### src/rtl/mult_rr_scheduler.sv
`timescale 1ns/1ps
// Round-robin front end sharing one sequential shift-add multiplier among NREQ requesters.
// rsp_valid rises W edges after the accept edge; response is held until rsp_ready and no grant is issued while busy.
module mult_rr_scheduler #(
  parameter int NREQ = 4,
  parameter int W    = 8,
  parameter int IDW  = 2
) (
  input  logic                CLK,
  input  logic                RST,
  input  logic [NREQ-1:0]     req_valid,
  input  logic [NREQ*W-1:0]   req_a,
  input  logic [NREQ*W-1:0]   req_b,
  output logic [NREQ-1:0]     req_ready,
  output logic                rsp_valid,
  output logic [IDW-1:0]      rsp_id,
  output logic [2*W-1:0]      rsp_product,
  input  logic                rsp_ready,
  output logic                busy
);

  localparam int CW = (W > 1) ? $clog2(W) : 1;

  localparam logic [1:0] S_IDLE = 2'd0;
  localparam logic [1:0] S_RUN  = 2'd1;
  localparam logic [1:0] S_DONE = 2'd2;

  logic [1:0]     state;
  logic [IDW-1:0] rr_ptr;
  logic [IDW-1:0] tag;
  logic [IDW-1:0] win_id;
  logic [IDW-1:0] ptr_next;
  logic [IDW:0]   idx;
  logic           win_vld;
  logic [W-1:0]   a_reg;
  logic [2*W-1:0] p_reg;
  logic [2*W-1:0] p_next;
  logic [W:0]     hi_sum;
  logic [CW-1:0]  cnt;
  logic [W-1:0]   a_arr [NREQ];
  logic [W-1:0]   b_arr [NREQ];

  for (genvar g = 0; g < NREQ; g++) begin : g_unpack
    assign a_arr[g] = req_a[g*W +: W];
    assign b_arr[g] = req_b[g*W +: W];
  end

  // Search starts at rr_ptr and wraps; idx never exceeds 2*NREQ-2 so IDW+1 bits suffice.
  always_comb begin
    win_vld = 1'b0;
    win_id  = '0;
    idx     = '0;
    for (int k = 0; k < NREQ; k++) begin
      idx = {1'b0, rr_ptr} + (IDW+1)'(k);
      if (idx >= (IDW+1)'(NREQ))
        idx = idx - (IDW+1)'(NREQ);
      if (!win_vld && req_valid[idx[IDW-1:0]]) begin
        win_vld = 1'b1;
        win_id  = idx[IDW-1:0];
      end
    end
  end

  assign ptr_next  = (win_id == IDW'(NREQ-1)) ? '0 : win_id + 1'b1;
  assign req_ready = (state == S_IDLE && win_vld && !RST) ? (NREQ'(1) << win_id) : '0;
  assign busy      = (state != S_IDLE);

  // Adding A<<W leaves the low half untouched, so only the upper half needs the W+1-bit adder.
  assign hi_sum = {1'b0, p_reg[2*W-1:W]} + {1'b0, a_reg};
  assign p_next = p_reg[0] ? {hi_sum, p_reg[W-1:1]} : (p_reg >> 1);

  always_ff @(posedge CLK or posedge RST) begin
    if (RST) begin
      state       <= S_IDLE;
      rr_ptr      <= '0;
      tag         <= '0;
      a_reg       <= '0;
      p_reg       <= '0;
      cnt         <= '0;
      rsp_valid   <= 1'b0;
      rsp_id      <= '0;
      rsp_product <= '0;
    end else begin
      case (state)
        S_IDLE: begin
          if (win_vld) begin
            a_reg  <= a_arr[win_id];
            p_reg  <= {{W{1'b0}}, b_arr[win_id]};
            tag    <= win_id;
            rr_ptr <= ptr_next;
            cnt    <= '0;
            state  <= S_RUN;
          end
        end
        S_RUN: begin
          p_reg <= p_next;
          cnt   <= cnt + 1'b1;
          if (cnt == CW'(W-1)) begin
            rsp_product <= p_next;
            rsp_id      <= tag;
            rsp_valid   <= 1'b1;
            state       <= S_DONE;
          end
        end
        S_DONE: begin
          if (rsp_ready) begin
            rsp_valid <= 1'b0;
            state     <= S_IDLE;
          end
        end
        default: state <= S_IDLE;
      endcase
    end
  end

endmodule

### config.mk
export PLATFORM = sky130hd
export DESIGN_NAME = mult_rr_scheduler
export DESIGN_NICKNAME = d
export VERILOG_FILES = /design/src/rtl/mult_rr_scheduler.sv
export SDC_FILE = /design/constraint.sdc
export NUM_CORES = 1
export LEC_CHECK = 0
export BUFFER_PORTS_ARGS = -buffer_cell sky130_fd_sc_hd__buf_2
export CAP_MARGIN = 20
export CORE_ASPECT_RATIO = 1.5
export CORE_UTILIZATION = 35
export CTS_BUF_LIST = sky130_fd_sc_hd__clkbuf_2
export DETAILED_ROUTE_END_ITERATION = 8
export SLEW_MARGIN = 25
export SYNTH_ARGS = -nofsm -noshare
export SYNTH_HDL_FRONTEND = slang
export SYNTH_SLANG_ARGS = --single-unit
### constraint.sdc
create_clock -name CLK -period 2.85 [get_ports CLK]
set_input_delay 0.4275 -clock CLK [delete_from_list [all_inputs] [get_ports CLK]]
set_output_delay 0.4275 -clock CLK [all_outputs]
set_load 0.05 [all_outputs]
# After elaboration in Yosys (flattened, before gate mapping)
# Cells that the tools add are included.
[op_classes]
shifts = 1
n_mux = 40
eq_ne = 7
add_sub_neg = 10
n_bitwise = 1
magnitude_cmp = 9
reduce_logical = 18
[op_table]
columns = ["operator", "n"]
rows = [
  ["$bmux W8 S2", 2],
  ["$mux W16", 2],
  ["$mux W8", 4],
  ["$pmux W16 S2", 1],
  ["$mux W2", 12],
  ["$ge A3 B3 Y1 const B", 4],
  ["$lt A2 B3 Y1 const B", 4],
  ["$mux W1", 10],
  ["$add A8 B8 Y9", 1],
  ["$bmux W1 S2", 4],
  ["$sub A2 B1 Y2 const B", 4],
  ["$add A2 B2 Y3 const B", 2],
  ["$ne A2 B2 Y1 const B", 3],
  ["$pmux W2 S3", 1],
  ["$pmux W3 S2", 1],
  ["$reduce_and A2 Y1", 3],
  ["$reduce_and A3 Y1", 2],
  ["$reduce_bool A2 Y1", 3],
  ["$logic_and A1 B1 Y1", 5],
  ["$eq A2 B2 Y1 const B", 2],
  ["$logic_not A1 Y1", 4],
  ["$mux W4", 1],
  ["$shl A1 B2 Y4 const A", 1],
  ["$add A2 B1 Y3 const B", 1],
  ["9 further kinds", 9],
]
[totals]
out_inout_bits = 24
wordCells = 95
input_bits = 71
ff_bits = 52

# Depth between registers and ports, before layout
# Gate-level depths: netlist (run 1).
[depth]
ltp_word = 20
mapped_depth = 8
ltp_nobuf = 8

# Worst setup path before layout (run 1)
# No wires, ideal clock.
[synth_path]
path_type = "register -> output"
start = "register rr_ptr[1]"
end = "output req_ready[3]"
path_stages_with_launch = 7
required_ns = 2.423
slack_ns = -0.055
n_path_buf = 1
arrival_ns = 2.478
cell_sequence = "dfrtp_1 > mux2i_1 > nor2_1 > nor3_4 > buf_6 > ha_1 > nor3b_1"
[synth_via]
elab_cells_between_ends = 41
classes_between = "add/sub (7); order compare (4); shift (1); mux (21); reduce/logical (8)"
[synth_rtl]
columns = ["element", "line", "text"]
rows = [
  ["start, declared", "29", "logic [IDW-1:0] rr_ptr;"],
  ["start signal, assigned", "90", "rr_ptr <= ptr_next;"],
  ["branches (longest 13 deep; another with $add A2 B1 Y3)", "--", ""],
  ["$mux W2 *", "57", "if (!win_vld && req_valid[idx[IDW-1:0]]) begin"],
  ["via win_id[0]", "31", "logic [IDW-1:0] win_id;"],
  ["$shl A1 B2 Y4 *", "65", "assign req_ready = (state == S_IDLE && win_vld && !RST) ? (NREQ'(1) << win_id) : '0;"],
  ["$mux W4 *", "65", ""],
  ["end, declared", "14", "output logic [NREQ-1:0] req_ready,"],
]
# Mark *: on every way through the listed nets, which the timed path passes. The select of a mux whose other input is x is not followed.

# Final worst setup path (run 1)
[layout_path]
start = "register rr_ptr[1]"
end = "output req_ready[2]"
[layout_via]
elab_chain_cells = 17
elab_cells_between_ends = 41
classes_between = "add/sub (7); order compare (4); shift (1); mux (21); reduce/logical (8)"
[layout_lines]
columns = ["element", "line"]
rows = [
  ["branches (longest 16 deep; another with $add A2 B1 Y3)", "--"],
  ["$mux W4 *", "65"],
]
# Mark *: on every way between the ends. The select of a mux whose other input is x is not followed.

==> results.txt, run 1 <==
Core ar. -> 8360 um2
Area leader, netlist -> dfrtp_1
Worst endpoint data arrival time -> 2.22 ns
Max-slew headroom -> 35.0%
Grt total ovfl -> 0
Crit Path Class -> flip-flop to output pin
Clock buffer depth -> 2
Final min period -> 2.65 ns
Uppermost layer routed -> met4
Port buffer count -> 94
Cell Area, Synth -> 3000 um2
Crit path launch -> rr_ptr[1]
CTS tree -> done
Worst Setup End Kind -> output pin
Global-route wire length before repair -> 11.3 mm
Post-synthesis sequential area ratio -> 43.4%
Clock skew -> 0.0365 ns
Slew @ Worst Pin -> 0.975 ns
Routed wire length -> 7.06 mm
Primary FF master, synth -> dfrtp_1
Syn nets -> 370
Largest net degree at the start of global routing -> 31
Setup ws final -> 0.202 ns
Die height -> 115 um
Reg-to-Reg Start -> p_reg[8]
Total number of yosys warnings -> 0
Vias in the first global route -> 2414
Fin. Hold Viols -> 0
Die area -> 8960 um2
Pwr/cell area -> 1100 nW/um2
Synthesized area per cell -> 10.6 um2
Worst-path maximum fanout -> 11
Commonest cells in the netlist -> 52 x dfrtp_1, 30 x mux2i_1, 26 x o21ai_0
Synth Register Bits -> 52
Status -> finished clean
Max-Cap Viols -> 0
RSZ-0062 raised after global routing -> no
Via density -> 5.12
Placed Instances -> 473
Via count -> 2459
Slew Viols, Final -> 0
Antenna Cells -> 0
Ports -> 95
Met1 WL -> 2.72 mm
R2R Setup Slk -> 0.64 ns
Area Growth Syn to Fin -> 20.3%
Clock transition at path regs -> 0.22 ns
Netlist cell types -> 39
Initial DRC Count -> 102
Hold Path Class -> input pin to asynchronous set/reset pin
P_leak -> 0.00183 uW
Tcrit/Tclk final -> 92.9%
Maximum vdd drop -> 0.555 mV
Startpoint Class -> flip-flop
Fin area -> 3610 um2
Capture point of the worst reg-to-reg path -> p_reg[13]
Fill cells -> 844
Proportion of layout cells with a drive suffix above 1 -> 36.2%
Post-Place Worst Slack -> 0.520 ns
DP HPWL -> 5.46 mm
Initial Util -> 35.9%
Top cell type's share of synthesized area -> 43.4%
# rows -> 41
Ys async rst share -> 100%
Placed cell areas -> 3570 um2
CP Data Required Time -> 2.42 ns
Cells after synthesis -> 284
Clk root buf -> clkbuf_2
F_max -> 378 MHz
Number of synthesized flops with an enable pin -> 0
Post-route ant nets -> 0
Placer Congestion -> 0.807
Initial antenna violation count -> 0
Count leader, synth -> dfrtp_1
DR WL met2 -> 4.02 mm
Die W -> 77.6 um
Avg WL per Cell -> 14.7 um
Worst setup path end -> req_ready[2]
Final std cells w/o fill -> 480
GRT Total Usage -> 16.2%
DR WL met3 -> 240 um
DR DRC count -> 0
1st-pass router iterations -> 4
CTS Buf Count -> 5
Nets -> 459
Htree depth -> 2
Latest clock arrival within the worst-skew pair -> 0.43 ns
Clk sink count -> 52
CTS resizes -> 0
Ranking of synthesized cells by area -> dfrtp_1 43%, mux2i_1 10%, mux2_2 6.8%
Hold_buf cts -> 0
Final setup TNS -> 0 ns
Setup bufs post-CTS -> 0
R2R depth -> 8
# setup viols final -> 0
==> power breakdown <==
group          switching [uW]  leakage [uW]  total [uW]  internal, uW
logic                    1440       0.00116        2350           911
clock network             223     0.0000248         277          54.0
registers                 266      0.000642        1340          1080
total                    1930       0.00183        3980          2040
==> logic make-up (layout without fill, tap and decap cells) <==
| logic type | Yosys count | in the layout | share of synthesized area [%] |
|---|---|---|---|
| flops | 52 | 52 | 43.4 |
| xor+xnor | 4 | 4 | 1.17 |
| buf+inv | 25 | 114 | 4.42 |
| mux | 48 | 48 | 16.8 |
| compound gates | 72 | 72 | 15.8 |
| fa+ha+maj | 15 | 15 | 6.50 |
| simple gates | 68 | 68 | 12.0 |
==> how the worst min path moves through the flow <==
stage,startpoint,to,slack (ns)
3_3_place_gp,tag[0],tag[0],0.46
4_1_cts,RST,p_reg[1],0.05
3_5_place_dp,rsp_product[10],rsp_product[10],0.47
6_report,RST,p_reg[1],0.06
2_1_floorplan,tag[1],tag[1],0.44
5_1_grt,RST,p_reg[1],0.05
==> critical path, cell delays in order (launching register included) <==
cell and delay [ns]:
dfrtp_1 0.49, mux2i_1 0.21, nor2_1 0.08, nor3_4 0.34, inv_2 0.12, ha_1 0.21, nor3b_1 0.13, buf_2 0.24
==> metrics by stage <==
stage | hold slack (ns) | total power (uW) | util, %
2_1_floorplan | 0.442 | 3190 | -
3_3_place_gp | 0.464 | 3710 | 42.7
3_5_place_dp | 0.466 | 3750 | 42.7
4_1_cts | 0.0456 | 4040 | 43.2
5_1_grt | 0.0491 | 4300 | 43.2
6_report | 0.0569 | 3980 | 43.2
==> layout by cell type (no fill, tap or decap), types with 3 or more instances in the layout <==
cell type,instances
a31oi_1,3
o21ai_0,26
nand3_1,11
and3_1,7
o221ai_1,8
xnor2_1,3
nor2b_1,3
mux2_2,18
a21oi_1,16
a21o_1,5
clkbuf_2,5
dfrtp_1,52
nor3b_1,3
buf_4,6
nor2_1,4
nand2_1,21
mux2i_1,30
inv_1,5
a221o_1,8
buf_2,94
ha_1,14
nor3_1,8
==> routing by layer <==
metal	global-route usage [%]	vias up
li1	-	1228
met1	17.6	1172
met2	31.9	54
met3	2.60	5
met4	4.53	0
met5	0	-
==> layout make-up <==
type,count,area (um2),share of cell area [%]
multi-input cells,207,1600,44.2
flip-flops and latches,52,1300,36.0
repair buffers,100,515,14.3
well taps,107,134,3.71
inverters,7,26.3,0.728
clock buffers,5,25.0,0.693
clock inverters,2,12.5,0.347
Note: power is estimated with default switching activity, not from simulation.
==> run 2: changes to the inputs <==
--- a/config.mk
+++ b/config.mk
@@ -11,6 +11,7 @@
 export CORE_UTILIZATION = 35
 export CTS_BUF_LIST = sky130_fd_sc_hd__clkbuf_2
 export DETAILED_ROUTE_END_ITERATION = 8
+export SETUP_SLACK_MARGIN = 0.3
 export SLEW_MARGIN = 25
 export SYNTH_ARGS = -nofsm -noshare
 export SYNTH_HDL_FRONTEND = slang
==> results.txt, run 2 (synthesis results as in run 1) <==
Global-route wire length before repair -> 11.5 mm
Latest clock arrival within the worst-skew pair -> 0.42 ns
R2R Setup Slk -> 0.63 ns
Hold_buf cts -> 0
Die area -> 8960 um2
F_max -> 401 MHz
Die W -> 77.6 um
Placed cell areas -> 3570 um2
Maximum vdd drop -> 0.524 mV
Critical path's top delay family -> simple AND/OR/NAND/NOR gates
R2R depth -> 8
DR DRC count -> 0
1st-pass router iterations -> 4
Hold Path Class -> input pin to asynchronous set/reset pin
Avg WL per Cell -> 14.6 um
CTS Buf Count -> 5
Worst endpoint data arrival time -> 2.07 ns
Proportion of layout cells with a drive suffix above 1 -> 38.4%
Placer Congestion -> 0.813
Antenna Cells -> 0
Final min period -> 2.49 ns
Worst Setup End Kind -> output pin
Core ar. -> 8360 um2
Nets -> 465
Ports -> 95
Clock buffer depth -> 2
Area Growth Syn to Fin -> 25.3%
Reg-to-Reg Start -> a_reg[0]
Status -> finished clean
Via density -> 5.16
CP Data Required Time -> 2.42 ns
Initial antenna violation count -> 0
Max-Cap Viols -> 0
Commonest non-fill, non-tap cells in the layout -> 90 x buf_2, 51 x dfrtp_1, 30 x mux2i_1
Grt total ovfl -> 0
Tcrit/Tclk final -> 87.5%
Crit-path max cell delay -> 0.45 ns
Worst-path maximum fanout -> 5
Clock transition at path regs -> 0.25 ns
Clk sink count -> 52
Final setup TNS -> 0 ns
Final core utilization -> 45.0%
Commonest non-fill, non-tap cell in the layout -> buf_2
Routed wire length -> 7.13 mm
# rows -> 41
Largest net degree at the start of global routing -> 53
Fin. Hold Viols -> 0
P_leak -> 0.00188 uW
Clock skew -> 0.00478 ns
# setup viols final -> 0
Fin area -> 3760 um2
Capture point of the worst reg-to-reg path -> p_reg[13]
Die height -> 115 um
Slew @ Worst Pin -> 0.978 ns
Initial DRC Count -> 95
Pwr/cell area -> 1100 nW/um2
RSZ-0062 raised after global routing -> yes
Vias in the first global route -> 2436
Max-slew headroom -> 34.8%
Worst path cell trace -> mux2i_1, nor2_1, nor3_4, inv_2, ha_4, nor3b_2, buf_6
Initial Util -> 35.9%
Post-route ant nets -> 0
Clk root buf -> clkbuf_2
Slew Viols, Final -> 0
DP HPWL -> 5.36 mm
GRT Total Usage -> 16.4%
Startpoint Class -> flip-flop
Slowest cell on crit path -> dfrtp_2
CTS tree -> done
Port buffer count -> 94
Crit Path Class -> flip-flop to output pin
CP bufs+invs -> 2
Htree depth -> 2
Via count -> 2512
-- run 2: final cells by class --
type,instances,area [um2]
clock buffers,5,25.0
clock inverters,3,37.5
fillers,819,4600
inverters,7,26.3
multi-input cells,207,1650
flip-flops and latches,52,1300
well taps,107,134
repair buffers,106,586
-- run 2: power by group --
part	internal, uW	switching, uW
logic	980	1470
clock network	143	230
registers	1080	255
total	2200	1950
-- run 2: timing repair --
item                                   in CTS  in global routing
buffers inserted                            4                  3
gates cloned                                0                  0
pin swaps                                   2                  5
setup endpoints to repair                   4                  4
endpoints found under the hold margin       0                  0
gates resized for setup                     2                 18
-- run 2: how the worst max path moves through the flow --
stage,from,to,cells past startpoint
after detailed placement,req_valid[2],req_ready[0],8
after CTS,rr_ptr[1],req_ready[0],7
after global placement,req_valid[2],req_ready[2],8
after floorplan,rr_ptr[1],req_ready[3],6
final,rr_ptr[1],req_ready[0],7
after global routing,rr_ptr[1],req_ready[2],6
-- run 2: worst reg2reg max path, cell delays in order (launching register included) --
cell	delay, ns
dfrtp_1	0.45
ha_1	0.23
fa_1	0.42
a211oi_1	0.29
o21bai_1	0.14
a21oi_1	0.19
xnor2_1	0.08
mux2i_1	0.19
o21ai_0	0.11
-- run 2: metal layers --
metal	GRT usage (%)	wire length (um)	vias to the layer above
li1	-	-	1237
met1	18.0	2730	1198
met2	30.7	3920	59
met3	2.60	227	18
met4	7.80	242	0
met5	0	0	-
-- run 2: stage by stage --
| stage | hold WS [ns] | setup slack, ns | std cells | total power (uW) |
|---|---|---|---|---|
| 6_report | 0.213 | 0.357 | 487 | 4160 |
| 3_5_place_dp | 0.469 | 0.523 | 472 | 3740 |
| 5_1_grt | 0.192 | 0.221 | 487 | 4520 |
| 2_1_floorplan | 0.442 | 0.445 | 284 | 3200 |
| 3_3_place_gp | 0.463 | 0.555 | 472 | 3710 |
| 4_1_cts | 0.202 | 0.304 | 484 | 4160 |
==> run 3: changes to the inputs <==
--- a/config.mk
+++ b/config.mk
@@ -11,6 +11,7 @@
 export CORE_UTILIZATION = 35
 export CTS_BUF_LIST = sky130_fd_sc_hd__clkbuf_2
 export DETAILED_ROUTE_END_ITERATION = 8
+export REMOVE_ABC_BUFFERS = 1
 export SETUP_SLACK_MARGIN = 0.3
 export SLEW_MARGIN = 25
 export SYNTH_ARGS = -nofsm -noshare
==> results.txt, run 3 (synthesis results as in run 1) <==
Status -> finished clean
CP bufs+invs -> 2
Die W -> 77.6 um
Hold_buf cts -> 0
Clk sink count -> 52
Core ar. -> 8360 um2
DR DRC count -> 0
Die area -> 8960 um2
Clock transition at path regs -> 0.26 ns
Crit-path max cell delay -> 0.47 ns
Antenna Cells -> 0
RSZ-0062 raised after global routing -> yes
Post-route ant nets -> 0
Via density -> 5.15
Worst Setup End Kind -> output pin
Latest clock arrival within the worst-skew pair -> 0.43 ns
CP Data Required Time -> 2.42 ns
Nets -> 464
Tcrit/Tclk final -> 89.7%
Initial antenna violation count -> 0
# rows -> 41
Initial DRC Count -> 129
Clock buffer depth -> 2
Max-Cap Viols -> 0
WHS -> 0.0572 ns
Commonest non-fill, non-tap cell in the layout -> buf_2
Port buffer count -> 94
Grt total ovfl -> 0
GRT Total Usage -> 16.6%
Area Growth Syn to Fin -> 24.8%
Slew @ Worst Pin -> 0.725 ns
Global-route wire length before repair -> 11.5 mm
Avg WL per Cell -> 14.9 um
Worst path cell trace -> mux2i_1, nor2_1, nor3_4, inv_2, ha_4, nor3b_4, buf_6
Initial Util -> 35.9%
Clock skew -> 0.0131 ns
Die height -> 115 um
R2R depth -> 8
F_max -> 391 MHz
Crit Path Class -> flip-flop to output pin
Worst endpoint data arrival time -> 2.13 ns
Htree depth -> 2
Placer Congestion -> 0.862
1st-pass router iterations -> 4
Slew Viols, Final -> 0
Startpoint Class -> flip-flop
Largest net degree at the start of global routing -> 53
Hold Path Class -> input pin to asynchronous set/reset pin
Slowest cell on crit path -> dfrtp_2
Pwr/cell area -> 1090 nW/um2
Final min period -> 2.56 ns
CTS tree -> done
Capture point of the worst reg-to-reg path -> p_reg[13]
Maximum vdd drop -> 0.489 mV
Worst-path maximum fanout -> 5
Proportion of layout cells with a drive suffix above 1 -> 38.5%
P_leak -> 0.00188 uW
Ports -> 95
DP HPWL -> 5.35 mm
# setup viols final -> 0
Via count -> 2502
Fin. Hold Viols -> 0
CTS Buf Count -> 5
Critical path's top delay family -> simple AND/OR/NAND/NOR gates
Vias in the first global route -> 2359
Max-slew headroom -> 51.7%
Reg-to-Reg Start -> p_reg[8]
Routed wire length -> 7.24 mm
Final core utilization -> 44.8%
Clk root buf -> clkbuf_2
Commonest non-fill, non-tap cells in the layout -> 90 x buf_2, 51 x dfrtp_1, 30 x mux2i_1
R2R Setup Slk -> 0.60 ns
[run 3: per-layer routing]
metal | part of all wire, % | track usage, % | up-vias | routed length [um]
met5 | 0 | 0 | - | 0
met3 | 3.1 | 2.60 | 6 | 225
met1 | 41 | 19.6 | 1210 | 3000
met4 | 0.98 | 4.15 | 0 | 71
met2 | 54 | 31.2 | 55 | 3940
li1 | - | - | 1231 | -
[run 3: cell type report]
class / count / area (um2)
Clock buffer: 5 / 25.0
Inverter: 7 / 26.3
Tap cell: 107 / 134
Multi-Input combinational cell: 207 / 1660
Fill cell: 802 / 4620
Clock inverter: 3 / 13.8
Timing Repair Buffer: 105 / 587
Sequential cell: 52 / 1300
[run 3: worst max path at each step]
stage | from | endpoint | slack, ns | depth (start not counted)
3_5_place_dp | req_valid[2] | req_ready[2] | 0.56 | 8
3_3_place_gp | req_valid[2] | req_ready[2] | 0.62 | 8
5_1_grt | rr_ptr[1] | req_ready[0] | 0.14 | 7
2_1_floorplan | req_valid[0] | req_ready[2] | -0.87 | 4
6_report | rr_ptr[1] | req_ready[0] | 0.29 | 7
4_1_cts | rr_ptr[1] | req_ready[2] | 0.32 | 7
[run 3: metrics by stage]
stage	cells	total power (uW)	setup WS (ns)	TNS [ns]	cell area, um2
6_report	486	4080	0.292	0	3740
5_1_grt	486	4420	0.139	0	3740
4_1_cts	485	4070	0.319	0	3660
3_5_place_dp	474	3740	0.561	0	3580
3_3_place_gp	474	3680	0.624	0	3580
2_1_floorplan	266	3100	-0.869	-9.03	2900
[run 3: report_power, final]
part | switching (uW) | internal, uW | leakage, uW
combinational | 1470 | 988 | 0.00121
sequential | 260 | 1080 | 0.000641
clock | 230 | 55.2 | 0.0000302
[run 3: worst reg2reg max path: cells and delay by family (launching register included)]
| family | cells | cell delay (ns) |
|---|---|---|
| AO/OA/AOI/OAI | 4 | 0.82 |
| adder cells (fa/ha/maj) | 2 | 0.65 |
| flip-flops | 1 | 0.46 |
| XOR/XNOR | 1 | 0.15 |
| multiplexers | 1 | 0.11 |
[run 3: what timing repair did]
action / CTS / global route
setup endpoints to repair: 4 / 4
pin swaps: 1 / 5
cloned: 0 / 0
resized for setup: 3 / 21
setup buffers: 3 / 1
